===== src/rtl/rom_fetch_arbiter_pkg.sv =====
// Shared types for the ROM fetch arbiter: FSM states, requester ids and the
// Z80 byte-lane helper.
package rom_fetch_arbiter_pkg;

    typedef enum logic [1:0] {
        ST_IDLE = 2'd0,
        ST_REQ  = 2'd1,
        ST_DONE = 2'd2
    } arb_state_e;

    localparam logic REQ_M68K = 1'b0;
    localparam logic REQ_Z80  = 1'b1;

    // Even Z80 byte addresses live in the low half of the 16-bit word.
    function automatic logic [7:0] z80_lane(input logic [15:0] word, input logic hi);
        return hi ? word[15:8] : word[7:0];
    endfunction

endpackage


===== src/rtl/rom_fetch_arbiter_hit_reg.sv =====
// One-word hit register: remembers the last fetched word address and data for
// one requester and flags a hit when the current address matches.
module rom_hit_reg #(
    parameter int AW = 23
) (
    input  logic          clk_i,
    input  logic          rst_i,
    input  logic          inv_i,
    input  logic          load_i,
    input  logic [AW-1:0] load_addr_i,
    input  logic [15:0]   load_data_i,
    input  logic [AW-1:0] cmp_addr_i,
    output logic          hit_o,
    output logic [15:0]   data_o
);

    logic          valid_q;
    logic [AW-1:0] addr_q;
    logic [15:0]   data_q;

    // Invalidate wins over a simultaneous load so a download never leaves stale data.
    always_ff @(posedge clk_i or posedge rst_i) begin
        if (rst_i) begin
            valid_q <= 1'b0;
            addr_q  <= '0;
            data_q  <= '0;
        end else begin
            if (inv_i) begin
                valid_q <= 1'b0;
            end else if (load_i) begin
                valid_q <= 1'b1;
            end
            if (load_i) begin
                addr_q <= load_addr_i;
                data_q <= load_data_i;
            end
        end
    end

    assign hit_o  = valid_q && (addr_q == cmp_addr_i);
    assign data_o = data_q;

endmodule


===== src/rtl/rom_fetch_arbiter.sv =====
// Shares one 16-bit ROM read port between M68K program fetch and Z80 sound ROM
// fetch, with a one-word hit register per requester.
module rom_fetch_arbiter
    import rom_fetch_arbiter_pkg::*;
#(
    parameter int            AW            = 23,
    parameter logic [AW-1:0] Z80_WORD_BASE = 23'h010000
) (
    input  logic          clk_sys,
    input  logic          reset,
    input  logic          rom_download,
    input  logic          m68k_rom_cs,
    input  logic [AW-1:0] m68k_a,
    output logic [15:0]   m68k_rom_data,
    output logic          m68k_rom_valid,
    input  logic          z80_rom_cs,
    input  logic          z80_rd_n,
    input  logic [15:0]   z80_addr,
    output logic [7:0]    z80_rom_data,
    output logic          z80_wait_n,
    output logic          mem_req,
    output logic [AW-1:0] mem_addr,
    input  logic          mem_ack,
    input  logic [15:0]   mem_data
);

    // Memory handshake: mem_req rises with a stable mem_addr and is held until
    // the single-cycle mem_ack, which carries mem_data; acks outside REQ are ignored.

    arb_state_e    state_q, state_d;
    logic          grant_q, grant_d;
    logic          last_grant_q, last_grant_d;
    logic [AW-1:0] mem_addr_q, mem_addr_d;
    logic          taint_q, taint_d;
    logic          m_valid_q, m_valid_d;
    logic [15:0]   m_data_q, m_data_d;
    logic          z_ready_q, z_ready_d;
    logic [7:0]    z_data_q, z_data_d;

    logic [AW-1:0] z80_word_addr;
    logic          m_hit, z_hit;
    logic [15:0]   m_hit_data, z_hit_data;
    logic          m_busy, z_busy;
    logic          m_pend, z_pend;
    logic          m_miss, z_miss;
    logic          ack_in_req;
    logic          cache_ok;
    logic          m_load, z_load;

    assign z80_word_addr = Z80_WORD_BASE + AW'(z80_addr[15:1]);

    assign m_busy = (state_q != ST_IDLE) && (grant_q == REQ_M68K);
    assign z_busy = (state_q != ST_IDLE) && (grant_q == REQ_Z80);
    assign m_pend = m68k_rom_cs && !m_valid_q && !m_busy;
    assign z_pend = z80_rom_cs && !z80_rd_n && !z_ready_q && !z_busy;
    assign m_miss = m_pend && !m_hit;
    assign z_miss = z_pend && !z_hit;

    // A download seen since the grant means the returning word may be stale.
    assign ack_in_req = (state_q == ST_REQ) && mem_ack;
    assign cache_ok   = ack_in_req && !rom_download && !taint_q;
    assign m_load     = cache_ok && (grant_q == REQ_M68K);
    assign z_load     = cache_ok && (grant_q == REQ_Z80);

    rom_hit_reg #(.AW(AW)) u_m68k_hit (
        .clk_i       (clk_sys),
        .rst_i       (reset),
        .inv_i       (rom_download),
        .load_i      (m_load),
        .load_addr_i (mem_addr_q),
        .load_data_i (mem_data),
        .cmp_addr_i  (m68k_a),
        .hit_o       (m_hit),
        .data_o      (m_hit_data)
    );

    rom_hit_reg #(.AW(AW)) u_z80_hit (
        .clk_i       (clk_sys),
        .rst_i       (reset),
        .inv_i       (rom_download),
        .load_i      (z_load),
        .load_addr_i (mem_addr_q),
        .load_data_i (mem_data),
        .cmp_addr_i  (z80_word_addr),
        .hit_o       (z_hit),
        .data_o      (z_hit_data)
    );

    always_comb begin
        state_d      = state_q;
        grant_d      = grant_q;
        last_grant_d = last_grant_q;
        mem_addr_d   = mem_addr_q;
        taint_d      = taint_q;
        m_valid_d    = m_valid_q;
        m_data_d     = m_data_q;
        z_ready_d    = z_ready_q;
        z_data_d     = z_data_q;

        if (!m68k_rom_cs) m_valid_d = 1'b0;
        if (!z80_rom_cs)  z_ready_d = 1'b0;

        if (m_pend && m_hit) begin
            m_valid_d = 1'b1;
            m_data_d  = m_hit_data;
        end
        if (z_pend && z_hit) begin
            z_ready_d = 1'b1;
            z_data_d  = z80_lane(z_hit_data, z80_addr[0]);
        end

        if (rom_download) taint_d = 1'b1;

        unique case (state_q)
            ST_IDLE: begin
                if (!rom_download && (m_miss || z_miss)) begin
                    if (m_miss && z_miss) begin
                        grant_d = ~last_grant_q;
                    end else begin
                        grant_d = z_miss ? REQ_Z80 : REQ_M68K;
                    end
                    mem_addr_d = (grant_d == REQ_M68K) ? m68k_a : z80_word_addr;
                    taint_d    = 1'b0;
                    state_d    = ST_REQ;
                end
            end
            ST_REQ: begin
                // A requester that dropped its select still lets the fetch finish.
                if (mem_ack) begin
                    last_grant_d = grant_q;
                    state_d      = ST_DONE;
                    if (grant_q == REQ_M68K && m68k_rom_cs) begin
                        m_valid_d = 1'b1;
                        m_data_d  = mem_data;
                    end
                    if (grant_q == REQ_Z80 && z80_rom_cs) begin
                        z_ready_d = 1'b1;
                        z_data_d  = z80_lane(mem_data, z80_addr[0]);
                    end
                end
            end
            ST_DONE: state_d = ST_IDLE;
            default: state_d = ST_IDLE;
        endcase
    end

    always_ff @(posedge clk_sys or posedge reset) begin
        if (reset) begin
            state_q      <= ST_IDLE;
            grant_q      <= REQ_M68K;
            last_grant_q <= REQ_Z80;
            mem_addr_q   <= '0;
            taint_q      <= 1'b0;
            m_valid_q    <= 1'b0;
            m_data_q     <= '0;
            z_ready_q    <= 1'b0;
            z_data_q     <= '0;
        end else begin
            state_q      <= state_d;
            grant_q      <= grant_d;
            last_grant_q <= last_grant_d;
            mem_addr_q   <= mem_addr_d;
            taint_q      <= taint_d;
            m_valid_q    <= m_valid_d;
            m_data_q     <= m_data_d;
            z_ready_q    <= z_ready_d;
            z_data_q     <= z_data_d;
        end
    end

    assign mem_req        = (state_q == ST_REQ);
    assign mem_addr       = mem_addr_q;
    assign m68k_rom_valid = m_valid_q;
    assign m68k_rom_data  = m_data_q;
    assign z80_rom_data   = z_data_q;
    assign z80_wait_n     = ~(z80_rom_cs & ~z80_rd_n & ~z_ready_q);

endmodule


===== config.mk =====
export PLATFORM = sky130hd
export DESIGN_NAME = rom_fetch_arbiter
export DESIGN_NICKNAME = d
export VERILOG_FILES = /design/src/rtl/rom_fetch_arbiter_pkg.sv /design/src/rtl/rom_fetch_arbiter_hit_reg.sv /design/src/rtl/rom_fetch_arbiter.sv
export SDC_FILE = /design/constraint.sdc
export NUM_CORES = 1
export LEC_CHECK = 0
export ABC_CLOCK_PERIOD_IN_PS = 11700
export BUFFER_PORTS_ARGS = -buffer_cell sky130_fd_sc_hd__buf_2
export CORE_MARGIN = 2
export CORE_UTILIZATION = 40
export CTS_CLUSTER_SIZE = 30
export DETAILED_ROUTE_END_ITERATION = 8
export GPL_ROUTABILITY_DRIVEN = 0
export GPL_TIMING_DRIVEN = 0
export PLACE_DENSITY_LB_ADDON = 0.08
export SLEW_MARGIN = 5
export SYNTH_ARGS = -nofsm -noshare
export SYNTH_HDL_FRONTEND = slang
export SYNTH_SLANG_ARGS = --single-unit
export TNS_END_PERCENT = 10

===== constraint.sdc =====
create_clock -name clk_sys -period 11.7 [get_ports clk_sys]
set_clock_uncertainty 0.1 [all_clocks]
set_input_delay 0.585 -clock clk_sys [delete_from_list [all_inputs] [get_ports clk_sys]]
set_output_delay 0.585 -clock clk_sys [all_outputs]
set_load 0.05 [all_outputs]

==> results.yml <==
global_routing:
  grt_pass1_vias: 4675
  grt_remaining_overflow: 0
  grt_max_degree: 74
  grt_usage: 0.217
  grt_pass1_wl_mm: 26.3
  antenna_found_initial: 2
place:
  detailedPlace.worstSlack_ns: 8.50
  io_buffers: 110
  post-dp-hpwl_mm: 12.2
drt:
  drcViolationCount: 0
  wl_per_cell_um: 19.9
  num_vias: 4521
  via_per_inst: 5.35
  dr.first_iter.drc_count: 294
  drt_pre_antenna_iters: 4
  detail-route-antenna-nets: 0
  totalWireLength_mm: 16.8
synth:
  synth_edf_count: 0
  yosys.area.top_type: "dfrtp_1"
  ys_seq_area_frac: 0.545
  ys_types: 40
  syn_inst: 512
  synth_top_cell_area_share: 0.541
  ys_ff_latch: 134
  synthTopCellsByArea: "dfrtp_1, mux2_2, xnor2_1"
  async_flop_share: 1.00
  synth_flop_cell: "dfrtp_1"
  synth_nets: 574
  ys_warn_count: 0
  syn_area_per_cell_um2: 12.0
  synth_area_mm2: 0.00615
power_and_ir_drop:
  p_leak_nw: 3.60
  share_comb_of_total_power: 0.383
  seqPwrFrac: 0.370
  intPower_mw: 1.26
  ir_worst_vdd_mv: 0.126
  swShare: 0.403
  pwr-share-clk: 0.248
  net-switching-power_uw: 852
  power_density_mw_per_mm2: 280
cts:
  clock_latency_ns: 0.42
  clk_transition_reported_paths_ns: 0.06
  cts_setup_buffers: 0
  htree_levels: 4
  cts_tree: "built"
  cts_root_buf: "clkbuf_16"
  cts_inserted_buffers: 17
  clockBufferDepth: 2
  postCtsResizedCells: 0
  hold_buffers: 0
  clock-sinks: 134
sta:
  tns_ns: 0
  slew_headroom: 0.484
  fin_ws_ns: 8.76
  max_freq_mhz: 340
  rsz0062_at_grt: "no"
  min_period_ns: 2.94
  setup_viol: 0
  post-route-period-util: 0.251
  hold_viol_final: 0
  maxSlewViolCount: 0
  worst_slew_pin_slew_ns: 0.774
die:
  rows: 45
  initial_core_util: 0.408
  dieArea_mm2: 0.0164
  die_width_um: 128
  fp.dieH_um: 128
  core_mm2: 0.0151
  ios: 112
setup_path:
  slowest_stage: "nor4_1"
  required_ns: 11.93
  worst-r2r-cell-count: 7
  worstPathArrival_ns: 3.17
  cp.depth: 7
  path_cells: "xnor2_1 > nand4_1 > nor4_1 > a21o_1 > clkbuf_1 > nand3_1 > a31oi_1"
  critPathCapture: "mem_addr[3]"
  timing.rr.start: "u_m68k_hit.addr_q[21]"
  r2r-end: "mem_addr[3]"
  regToRegSetupSlack_ns: 8.76
  path_max_fanout: 10
  critPathMaxStageDelay_ns: 0.62
  crit_buf_inv: 1
  critPathLaunchType: "register"
  crit_start: "u_m68k_hit.addr_q[21]"
  end_kind: "register"
  crit_family: "simple AND/OR/NAND/NOR gates"
  critPathKind: "register to register"
layout:
  multi_input_area_mm2: 0.00267
  syn_to_final_growth_pct: 22.8
  n_fill_cell: 1404
  nets: 704
  drive_above_1_share: 0.365
  seq_area_mm2: 0.00335
hold_path:
  hold_class: "primary input to async pin"
run_status:
  outcome: "complete, no violations"
job:
  maxCapViolCount: 0
## worst min-delay path by stage
stage             from                   end  cells after the start
2_1_floorplan  taint_q               taint_q                      2
3_3_place_gp   taint_q               taint_q                      2
3_5_place_dp   taint_q               taint_q                      2
4_1_cts          reset  u_z80_hit.addr_q[17]                      2
5_1_grt          reset  u_z80_hit.addr_q[17]                      2
6_report         reset  u_z80_hit.addr_q[17]                      2
## worst reg2reg max path, stage by stage, from the launching register on
cell	delay [ns]
dfrtp_1	0.38
xnor2_1	0.35
nand4_1	0.15
nor4_1	0.62
a21o_1	0.37
clkbuf_1	0.51
nand3_1	0.16
a31oi_1	0.21
## synth_stat cells, drive strengths merged, types with 2 or more instances
cell	instances
a211oi	9
a21o	3
a21oi	27
a22o	7
a31oi	15
buf	5
clkbuf	21
dfrtp	133
inv	7
mux2	86
mux2i	24
nand2	14
nand3	18
nand4	17
nor2	22
nor2b	9
nor3	19
nor4	2
o21a	2
o21ai	20
or3	2
or4	2
xnor2	38
## power by group through the flow
stage	clock [mW]	combinational [mW]	sequential, mW
final	0.523	0.809	0.781
after global routing	0.555	0.864	0.810
after CTS	0.533	0.815	0.783
after detailed placement	0	0.812	0.791
after global placement	0	0.801	0.778
after floorplan	0	0.342	1.03
## area by class of cell
| cell class | instances | share of cell area |
|---|---|---|
| antenna | 2 | 0.000663 |
| inverter | 7 | 0.00414 |
| timing repair buffer | 111 | 0.0766 |
| clock buffer | 23 | 0.0633 |
| sequential | 134 | 0.444 |
| multi-input combinational | 345 | 0.353 |
| clock inverter | 9 | 0.0133 |
| buffer | 26 | 0.0136 |
| tap | 188 | 0.0312 |
## per-layer routing
layer  vias up  GRT usage  share of wire
li1       2121          -              -
met1      2236      0.284           0.45
met2       129      0.338           0.47
met3        33     0.0597          0.054
met4         2     0.0995          0.029
met5         -          0        0.00077
## placed cells by master (no fill, tap or decap), types with 3 or more instances in the layout
| master | synthesis | routed |
|---|---|---|
| nor3_1 | 19 | 19 |
| a31oi_1 | 15 | 15 |
| a21oi_1 | 26 | 26 |
| clkinv_2 | 0 | 5 |
| mux2_2 | 86 | 86 |
| nor2b_1 | 9 | 9 |
| nand4_1 | 17 | 17 |
| buf_2 | 4 | 114 |
| xnor2_1 | 38 | 38 |
| a22o_1 | 7 | 7 |
| clkbuf_8 | 0 | 3 |
| clkbuf_16 | 0 | 17 |
| a211oi_1 | 8 | 8 |
| nand3_1 | 18 | 18 |
| inv_1 | 7 | 6 |
| mux2i_1 | 24 | 24 |
| o21ai_0 | 17 | 17 |
| clkbuf_1 | 21 | 24 |
| dfrtp_1 | 133 | 133 |
| a21o_1 | 3 | 3 |
| nand2_1 | 14 | 14 |
| nor2_1 | 21 | 21 |
## metrics by stage
| stage | util | hold WS [ns] | std cells | total power [mW] | area, um2 |
|---|---|---|---|---|---|
| after floorplan | - | 0.358 | 512 | 1.37 | 6150 |
| final | 0.500 | 0.148 | 845 | 2.11 | 7550 |
| after global placement | 0.460 | 0.377 | 810 | 1.58 | 6940 |
| after detailed placement | 0.462 | 0.376 | 811 | 1.60 | 6970 |
| after CTS | 0.500 | 0.161 | 843 | 2.13 | 7550 |
| after global routing | 0.500 | 0.189 | 844 | 2.23 | 7550 |
## flip-flops by register name, summed over array words and instances, names as in the netlist
register,cells
z80_rom_data,8
mem_addr,23
taint_q,1
u_z80_hit.addr_q,23
m68k_rom_data,16
u_z80_hit.data_o,16
u_m68k_hit.addr_q,23
last_grant_q,1
u_m68k_hit.valid_q,1
m68k_rom_valid,1
u_z80_hit.valid_q,1
u_m68k_hit.data_o,16
grant_q,1
state_q,2
z_ready_q,1
## kinds of logic (layout without fill, tap and decap cells)
logic type | after synthesis | count (layout) | share of synthesized area
AOI/OAI and AO/OA | 87 | 87 | 0.0909
muxes | 110 | 110 | 0.197
xor gates and xnor gates | 38 | 38 | 0.0541
other | 0 | 2 | 0
buffers and inverters | 33 | 176 | 0.0210
DFF | 134 | 134 | 0.545
and+or+nand+nor | 110 | 110 | 0.0920
No activity file was read; power rests on OpenSTA's default activity.
